===== src/rtl/btn_condition.sv =====
// Button conditioner: per-bit 2-flop synchronizer, debounce filter, and press/release/long-press
// strobes. All outputs are registered.
module btn_condition #(
    parameter int unsigned N_BTN           = 2,
    parameter int unsigned DEBOUNCE_CYCLES = 270000,
    parameter int unsigned LONG_CYCLES     = 27000000
) (
    input  logic             clk,
    input  logic             rst_n,
    input  logic [N_BTN-1:0] btn_n,
    output logic [N_BTN-1:0] pressed,
    output logic [N_BTN-1:0] press_pulse,
    output logic [N_BTN-1:0] release_pulse,
    output logic [N_BTN-1:0] long_pulse
);

    localparam int unsigned DW = $clog2(DEBOUNCE_CYCLES + 1);
    localparam int unsigned HW = $clog2(LONG_CYCLES + 1);
    localparam logic [DW-1:0] DbLast  = DW'(DEBOUNCE_CYCLES - 1);
    localparam logic [HW-1:0] HoldMax = HW'(LONG_CYCLES);

    logic [N_BTN-1:0] sync1_q, sync2_q, s;
    logic [N_BTN-1:0] stable_q, stable_d;
    logic [N_BTN-1:0] press_q, press_d, release_q, release_d, long_q, long_d;
    logic [DW-1:0]    db_cnt_q [N_BTN];
    logic [DW-1:0]    db_cnt_d [N_BTN];
    logic [HW-1:0]    hold_q   [N_BTN];
    logic [HW-1:0]    hold_d   [N_BTN];

    always_comb begin
        s = ~sync2_q;
        for (int unsigned i = 0; i < N_BTN; i++) begin
            stable_d[i] = stable_q[i];
            db_cnt_d[i] = '0;
            // Any sample agreeing with the stable level restarts the mismatch run.
            if (s[i] != stable_q[i]) begin
                if (db_cnt_q[i] == DbLast) begin
                    stable_d[i] = s[i];
                end else begin
                    db_cnt_d[i] = db_cnt_q[i] + 1'b1;
                end
            end
            press_d[i]   = stable_d[i] & ~stable_q[i];
            release_d[i] = ~stable_d[i] & stable_q[i];

            hold_d[i] = hold_q[i];
            if (!stable_d[i] || press_d[i]) begin
                hold_d[i] = '0;
            end else if (hold_q[i] != HoldMax) begin
                hold_d[i] = hold_q[i] + 1'b1;
            end
            // Saturation means the crossing into HoldMax happens once per press.
            long_d[i] = (hold_d[i] == HoldMax) && (hold_q[i] != HoldMax);
        end
    end

    always_ff @(posedge clk or negedge rst_n) begin
        if (!rst_n) begin
            sync1_q   <= '1;
            sync2_q   <= '1;
            stable_q  <= '0;
            press_q   <= '0;
            release_q <= '0;
            long_q    <= '0;
            for (int unsigned i = 0; i < N_BTN; i++) begin
                db_cnt_q[i] <= '0;
                hold_q[i]   <= '0;
            end
        end else begin
            sync1_q   <= btn_n;
            sync2_q   <= sync1_q;
            stable_q  <= stable_d;
            press_q   <= press_d;
            release_q <= release_d;
            long_q    <= long_d;
            for (int unsigned i = 0; i < N_BTN; i++) begin
                db_cnt_q[i] <= db_cnt_d[i];
                hold_q[i]   <= hold_d[i];
            end
        end
    end

    assign pressed       = stable_q;
    assign press_pulse   = press_q;
    assign release_pulse = release_q;
    assign long_pulse    = long_q;

endmodule


===== config.mk =====
export PLATFORM = sky130hd
export DESIGN_NAME = btn_condition
export DESIGN_NICKNAME = d
export VERILOG_FILES = /design/src/rtl/btn_condition.sv
export SDC_FILE = /design/constraint.sdc
export NUM_CORES = 1
export LEC_CHECK = 0
export CAP_MARGIN = 20
export CELL_PAD_IN_SITES_DETAIL_PLACEMENT = 0
export CELL_PAD_IN_SITES_GLOBAL_PLACEMENT = 2
export CORE_MARGIN = 2
export CORE_UTILIZATION = 31
export DETAILED_ROUTE_END_ITERATION = 8
export MAX_ROUTING_LAYER = met4
export PLACE_DENSITY = 0.75
export SLEW_MARGIN = 20
export SYNTH_ARGS = -nofsm -noshare
export SYNTH_HDL_FRONTEND = slang
export SYNTH_SLANG_ARGS = --single-unit

===== constraint.sdc =====
create_clock -name clk -period 4 [get_ports clk]
set_input_delay 0.6 -clock clk [delete_from_list [all_inputs] [get_ports clk]]
set_output_delay 0.6 -clock clk [all_outputs]
set_load 0.1 [all_outputs]

==> metrics.cfg, run 1 <==
[synthesis]
yosysWarningCount = 0
synth_edf_count = 0
synth_area_um2 = 5306
synth-main-ff-cell = dfrtp_1
netlist_instances = 565
yosysSeqAreaShare_pct = 47.25
synthArstFlopShare_pct = 100.0
ys_types = 57
synth_area_per_cell_um2 = 9.392
synth-seq-cells = 100
synthesis.nets = 575

[worst_setup_path]
r2r_slack_ps = 1290
startpoint_type = flop
path_cells = ha_1, nand3_4, or3_1, or4_4, xor2_1, or4b_4, nor4_2
worstPathMaxFanout = 7
cpMaxStageDelayCell = or4b_4
worstSetupPathType = reg2reg
endpoint_kind = flop
rr_worst_depth = 7
timing.critical_path.slowest_cell_delay_ps = 520
required_ps = 4260
cp_data_arrival_time_ps = 2970

[clock_network]
clock_path_buffers = 2
clk_latency_ps = 350
clkTransAtPathRegs_ps = 70
clock_sinks = 100
cts_setup_buffers = 0
root_buffer = clkbuf_16
htree_num_levels = 3
ctsResizeCount = 0
numCtsBuffers = 9
cts_hold_buffers = 0
cts_tree = yes

[die]
die_w_um = 134.8
core_region_area_um2 = 16640
io_pins = 12
dieArea_um2 = 18180
die_h_um = 134.8
start_util_pct = 31.88
placementRows = 47

[timing]
layout_min_cycle_time_ps = 2709
min_period_over_period_pct = 67.74
hold_viol = 0
skew_ps = 7.707
tns_ps = 0
setup_viol = 0
slew_headroom_pct = 33.60
tightest_slew_ps = 992.9
drv_slew = 0
fmax_mhz = 369.1
rsz0062_at_grt = no

[power_and_ir_drop]
ir_worst_vdd_uv = 213.6
intPower_mw = 1.468
clockPowerShare_pct = 43.4
leakagePower_nw = 2.275
pwr-share-seq_pct = 54.4
swShare_pct = 22.19
cellPowerDensity_nw_per_um2 = 319.9
switching_power_mw = 0.4187
comb_power_share_pct = 2.2
power.total_mw = 1.887

[detailed_routing]
drc = 0
vias = 3923
dr.pass1.iters = 4
dr.first_iter.drc_count = 240
ant_nets = 0
wl_mm = 11.22
wire_per_inst_um = 14.15
vias_per_cell = 4.947

[status]
run_status = finished, final reports clean

[global_routing]
grt_pass1_wl_mm = 19.69
track_usage_pct = 13.87
grt_max_degree = 38
antenna_found_initial = 0
global_route.overflow_total = 0
grt_pass1_vias = 3922

[place]
dpl_cell_area_um2 = 5624
routabilityCongestion = 0.8162
dp_hpwl_mm = 7.758
port_buffers = 11

[layout]
final_nets = 578
design_area_um2 = 5897
drive_above_1_share_pct = 6.806
synthToLayoutAreaGrowth_pct = 11.13
insertedDiodeCount = 0
fillers = 1688

[worst_hold_path]
worstHoldPathType = in2async

[run]
maxCapViolations = 0

logic make-up (layout without fill, tap and decap cells):
group | after synthesis | in the layout | synth area share (%)
XOR/XNOR | 79 | 79 | 13.04
AO/OA/AOI/OAI | 48 | 48 | 5.683
adder cells (fa/ha/maj) | 6 | 6 | 1.415
buffers and inverters | 44 | 52 | 3.607
flip-flops | 100 | 100 | 47.25
AND/OR/NAND/NOR | 287 | 287 | 28.81
multiplexers | 1 | 1 | 0.1886
metrics by stage:
step | hold WS (ps) | util, % | instances | setup slack [ps]
final | 223.4 | 35.43 | 793 | 1291
after floorplan | 304.4 | - | 565 | 1429
after detailed placement | 351.8 | 33.79 | 777 | 1278
after CTS | 232.2 | 35.43 | 793 | 1271
after global placement | 348.0 | 33.79 | 777 | 1332
after global routing | 241.1 | 35.43 | 793 | 971.3
cell type report:
class / instances / area (um^2) / area share [%]
inverters: 20 / 75.07 / 1.273
clock buffers: 12 / 246.5 / 4.180
well taps: 220 / 275.3 / 4.668
clock inverters: 4 / 26.28 / 0.4456
multi-input cells: 421 / 2621 / 44.45
repair buffers: 16 / 145.1 / 2.461
flip-flops and latches: 100 / 2507 / 42.52
power by group through the flow:
stage / Clock (mW) / Sequential, mW / Combinational (mW)
floorplan: 0 / 1.04 / 0.0128
global placement: 0 / 1.04 / 0.0423
detailed placement: 0 / 1.05 / 0.0435
CTS: 0.859 / 1.03 / 0.0438
global route: 0.903 / 1.03 / 0.0490
finish: 0.819 / 1.03 / 0.0412
flip-flops by register name (all words and copies together) (netlist names):
| register | count |
|---|---|
| sync1_q | 2 |
| pressed | 2 |
| hold_q | 50 |
| db_cnt_q | 38 |
| sync2_q | 2 |
| release_pulse | 2 |
| press_pulse | 2 |
| long_pulse | 2 |
layer usage:
| metal | up-vias | global-route usage [%] | routed length [um] | share of wire (%) |
|---|---|---|---|---|
| met5 | - | - | 0 | 0 |
| met4 | 0 | 3.801 | 144 | 1.3 |
| met3 | 11 | 3.566 | 338 | 3.0 |
| met2 | 40 | 21.01 | 5124 | 46 |
| met1 | 1927 | 18.48 | 5613 | 50 |
| li1 | 1945 | - | - | - |
Yosys cell counts, types with 3 or more instances:
master	instances	area share (%)
a21oi_1	16	1.5
and2_1	3	0.35
and3_1	15	1.8
and4_1	9	1.5
buf_2	3	0.28
clkbuf_1	15	1.1
dfrtp_1	96	45
dfstp_2	4	2.0
ha_1	6	1.4
inv_1	20	1.4
nand2_1	44	3.1
nand3_1	29	2.7
nand3b_1	4	0.57
nand4_1	22	2.6
nor2_1	94	6.6
nor2b_1	7	0.83
nor3_1	12	1.1
nor3b_1	4	0.57
nor4_1	14	1.7
nor4_2	3	0.71
o21ai_0	13	1.2
or3_1	8	0.94
xnor2_1	34	5.6
xor2_1	45	7.4
placed cells by master, fill, tap and decap left out, types with 4 or more instances in the layout:
master / count
nand3_1: 29
clkdlybuf4s50_1: 10
nor4_1: 14
a21oi_1: 16
buf_4: 6
and4_1: 9
nor3b_1: 4
or3_1: 8
and3_1: 15
nor2_1: 94
clkbuf_16: 9
nand2_1: 44
xor2_1: 45
nand3b_1: 4
nor3_1: 12
ha_1: 6
o21ai_0: 13
dfrtp_1: 96
dfstp_2: 4
inv_1: 20
nand4_1: 22
nor2b_1: 7
xnor2_1: 34
final timing paths:
path / start / endpoint
setup / recovery: hold_q[25]$_DFF_PN0_ / long_pulse[0]$_DFF_PN0_
min in group clk: sync1_q[1]$_DFF_PN1_ / sync2_q[1]$_DFF_PN1_
max in group asynchronous: rst_n / sync2_q[0]$_DFF_PN1_
setup reg to reg: hold_q[25]$_DFF_PN0_ / long_pulse[0]$_DFF_PN0_
hold / removal: rst_n / db_cnt_q[37]$_DFF_PN0_
hold reg to reg: sync1_q[1]$_DFF_PN1_ / sync2_q[1]$_DFF_PN1_
worst max-delay path: cells and delay by family, from the launching register on:
family                     cells  cell delay [ps]
adders and majority gates      1              280
xor gates and xnor gates       1              170
DFF                            1              440
and+or+nand+nor                5             1750
Note: power is estimated with default switching activity, not from simulation.
==> run 2, diff against run 1 <==
clock period = 2.75 ns   (was 4 ns; I/O delays follow)
==> metrics.cfg, run 2 (synthesis gave the netlist of run 1 again) <==
[status]
run_status = finished, final reports clean

[timing]
fmax_mhz = 381.6
hold_ws_ps = 19.03
skew_ps = 9.110
tightest_slew_ps = 755.3
setup_viol = 0
layout_min_cycle_time_ps = 2620
worst_slack_ps = 129.7
tns_ps = 0
slew_headroom_pct = 49.18
hold_viol = 0
drv_slew = 0
rsz0062_at_grt = no
min_period_over_period_pct = 95.28

[worst_setup_path]
timing.critical_path.slowest_cell_delay_ps = 510
endpoint_kind = flop
startpoint_type = flop
rr_worst_depth = 7
r2r_slack_ps = 130
crit_start = hold_q[26]$_DFF_PN0_
worstSetupPathType = reg2reg
reg2reg_to = long_pulse[0]$_DFF_PN0_
path_cells = ha_2, nand3_4, or3_1, or4_4, xor2_1, or4b_4, nor4_2
cp_data_arrival_time_ps = 2880
crit_family = simple AND/OR/NAND/NOR gates
worstPathMaxFanout = 7
crit_buf_inv = 0
cp.depth = 7
cpMaxStageDelayCell = or4b_4
timing.rr.start = hold_q[26]$_DFF_PN0_
required_ps = 3010

[die]
dieArea_um2 = 18180
die_h_um = 134.8
io_pins = 12
die_w_um = 134.8
start_util_pct = 31.88
core_region_area_um2 = 16640
placementRows = 47

[clock_network]
htree_num_levels = 3
root_buffer = clkbuf_16
cts_tree = yes
clock_path_buffers = 2
clock_sinks = 100
cts_setup_buffers = 0
clk_latency_ps = 350
clkTransAtPathRegs_ps = 70
numCtsBuffers = 9

[layout]
design_area_um2 = 5968
reg_top3 = hold_q x50, db_cnt_q x38
final_nets = 587
seqCellArea_um2 = 2507
synthToLayoutAreaGrowth_pct = 12.47
final_cell_mix = dfrtp_1, nor2_1, xor2_1, nand2_1, xnor2_1
stdcell_count = 802
drive_above_1_share_pct = 10.31
fillers = 1692
final_util_pct = 35.86
multi_input_area_um2 = 2626
final_common_cell = dfrtp_1
largest_reg_flops = 50
regMostFlops = hold_q
insertedDiodeCount = 0

[power_and_ir_drop]
power.total_mw = 2.765
cellPowerDensity_nw_per_um2 = 463.3
leakagePower_nw = 2.332
ir_worst_vdd_uv = 290.4

[run]
maxCapViolations = 0

[detailed_routing]
drc = 0
wire_per_inst_um = 13.81
wl_mm = 11.07
dr.pass1.iters = 4
wl_met1_mm = 5.589
top_layer_used = met4
route.met2.wl_mm = 5.024
ant_nets = 0
wl_met3_um = 362
vias_per_cell = 4.933
vias = 3956
dr.first_iter.drc_count = 243

[global_routing]
antenna_found_initial = 0
grt_pass1_vias = 3880
grt_pass1_wl_mm = 19.68
grt_max_degree = 44
track_usage_pct = 13.90
global_route.overflow_total = 0

[place]
port_buffers = 11
dp_hpwl_mm = 7.810
dpl_cell_area_um2 = 5684
dpl.cell_count = 786
routabilityCongestion = 0.7786
preCtsSetupSlack_ps = 140.2

[worst_hold_path]
worstHoldPathType = in2async

-- run 2: report_power, final --
part           internal (mW)  total, mW  switching, mW
clock                  0.635       1.21          0.578
sequential              1.48       1.49        0.00888
combinational         0.0161     0.0603         0.0442
total                   2.13       2.77          0.631
-- run 2: layout make-up --
type	count	share of cell area [%]
multi-input combinational	421	44.00
clock buffer	10	4.004
timing repair buffer	25	3.438
tap	220	4.612
sequential	100	42.01
clock inverter	6	0.6709
inverter	20	1.258
-- run 2: worst max-delay path by stage --
stage / slack (ps) / endpoint
floorplan: 180 / long_pulse[0]$_DFF_PN0_
finish: 130 / long_pulse[0]$_DFF_PN0_
detailed placement: 140 / long_pulse[0]$_DFF_PN0_
CTS: 120 / long_pulse[0]$_DFF_PN0_
global route: 30 / long_pulse[0]$_DFF_PN0_
global placement: 190 / long_pulse[0]$_DFF_PN0_
-- run 2: timing repair --
item	in CTS	in global routing
resized for setup	0	2
setup endpoints to repair	0	1
hold buffers	0	0
-- run 2: metal layers --
layer / vias up / GRT usage [%]
met5: - / -
met2: 47 / 21.01
met3: 8 / 4.017
li1: 1976 / -
met4: 0 / 3.275
met1: 1925 / 18.52
==> run 3, diff against run 2 <==
CORE_UTILIZATION = 40   (was 31)
PLACE_DENSITY = 0.9   (was 0.75)
==> metrics.cfg, run 3 (synthesis gave the netlist of run 1 again) <==
[status]
run_status = finished, final reports clean

[timing]
skew_ps = 10.62
min_period_over_period_pct = 94.68
tns_ps = 0
tightest_slew_ps = 766.8
hold_viol = 0
slew_headroom_pct = 48.41
drv_slew = 0
layout_min_cycle_time_ps = 2604
rsz0062_at_grt = no
setup_viol = 0
hold_ws_ps = 113.3
fmax_mhz = 384.1
worst_slack_ps = 146.2

[die]
die_w_um = 119.2
core_region_area_um2 = 13090
placementRows = 42
die_h_um = 119.2
dieArea_um2 = 14200
start_util_pct = 40.55
io_pins = 12

[worst_setup_path]
crit_path_end = long_pulse[0]$_DFF_PN0_
reg2reg_to = long_pulse[0]$_DFF_PN0_
startpoint_type = flop
endpoint_kind = flop
rr_worst_depth = 7
timing.rr.start = hold_q[25]$_DFF_PN0_
required_ps = 3010
worstSetupPathType = reg2reg
crit_start = hold_q[25]$_DFF_PN0_
r2r_slack_ps = 150
cp_data_arrival_time_ps = 2860
worstPathMaxFanout = 7

[run]
maxCapViolations = 0

[detailed_routing]
route.met2.wl_mm = 5.072
dr.pass1.iters = 4
dr.first_iter.drc_count = 239
wire_per_inst_um = 14.10
drc = 0
wl_met1_mm = 5.122
vias = 3931
top_layer_used = met4
vias_per_cell = 5.200
wl_mm = 10.66
wl_met3_um = 303
ant_nets = 0

[global_routing]
grt_pass1_wl_mm = 18.33
track_usage_pct = 16.58
grt_pass1_vias = 3773
antenna_found_initial = 0
global_route.overflow_total = 0
grt_max_degree = 56

[clock_network]
clock_sinks = 100
root_buffer = clkbuf_16
numCtsBuffers = 9
cts_tree = yes
clkTransAtPathRegs_ps = 80
ctsResizeCount = 0
clock_path_buffers = 2
htree_num_levels = 3
clk_latency_ps = 360
cts_hold_buffers = 0
cts_setup_buffers = 0

[worst_hold_path]
worstHoldPathType = in2async

[layout]
drive_above_1_share_pct = 9.828
final_common_cell = dfrtp_1
final_cell_mix = dfrtp_1, nor2_1, xor2_1, nand2_1, xnor2_1
synthToLayoutAreaGrowth_pct = 11.65
insertedDiodeCount = 0
final_nets = 585
regMostFlops = hold_q
reg_top3 = hold_q x50, db_cnt_q x38
largest_reg_flops = 50

[power_and_ir_drop]
ir_worst_vdd_uv = 267.9
power.total_mw = 2.872
leakagePower_nw = 2.345
cellPowerDensity_nw_per_um2 = 484.9

[place]
port_buffers = 11
preCtsSetupSlack_ps = 160.1
dp_hpwl_mm = 7.488
routabilityCongestion = 0.8241

==> run 3: changes by cell type in the layout (fill, tap and decap cells not counted), moves of 2 or more <==
cell	delta
inv_6	+3
buf_4	-2
clkinv_2	-2
clkinvlp_4	-2
==> run 3: per-layer routing <==
layer | global-route usage, % | vias to the layer above
met5 | - | -
met4 | 5.283 | 0
met3 | 4.598 | 11
met2 | 26.11 | 46
met1 | 20.78 | 1897
li1 | - | 1977
==> run 3: worst min-delay path by stage <==
stage	depth (start not counted)	end	slack, ps	startpoint
detailed placement	0	sync2_q[0]$_DFF_PN1_	350	sync1_q[0]$_DFF_PN1_
floorplan	0	db_cnt_q[0]$_DFF_PN0_	120	rst_n
finish	1	release_pulse[1]$_DFF_PN0_	110	rst_n
global placement	0	sync2_q[0]$_DFF_PN1_	350	sync1_q[0]$_DFF_PN1_
CTS	1	db_cnt_q[27]$_DFF_PN0_	130	rst_n
global route	1	db_cnt_q[33]$_DFF_PN0_	160	rst_n
==> run 3: area by class of cell <==
cell class | count | area, um^2
Fill cell | 1242 | 7161
Multi-Input combinational cell | 421 | 2624
Sequential cell | 100 | 2507
Clock buffer | 9 | 225.2
Tap cell | 176 | 220.2
Timing Repair Buffer | 23 | 190.2
Clock inverter | 7 | 82.58
Inverter | 20 | 75.07
==> run 3: power by group <==
group	leakage, nW	switching [mW]	internal [mW]	total (mW)
registers	1.38	0.00838	1.48	1.49
logic	0.821	0.0441	0.0160	0.0601
clock network	0.145	0.600	0.722	1.32
total	2.35	0.652	2.22	2.87
==> run 3: stage by stage <==
| stage | util (%) | cells | cell area, um^2 |
|---|---|---|---|
| 2_1_floorplan | - | 565 | 5306 |
| 3_3_place_gp | 42.91 | 740 | 5614 |
| 3_5_place_dp | 42.91 | 740 | 5614 |
| 4_1_cts | 45.26 | 756 | 5922 |
| 5_1_grt | 45.28 | 756 | 5924 |
| 6_report | 45.28 | 756 | 5924 |
==> run 3: critical path, stage by stage, from the launching register on <==
cell and delay, ps:
dfrtp_1 440, ha_1 280, nand3_4 120, or3_1 350
or4_4 430, xor2_1 170, or4b_4 510, nor4_2 210
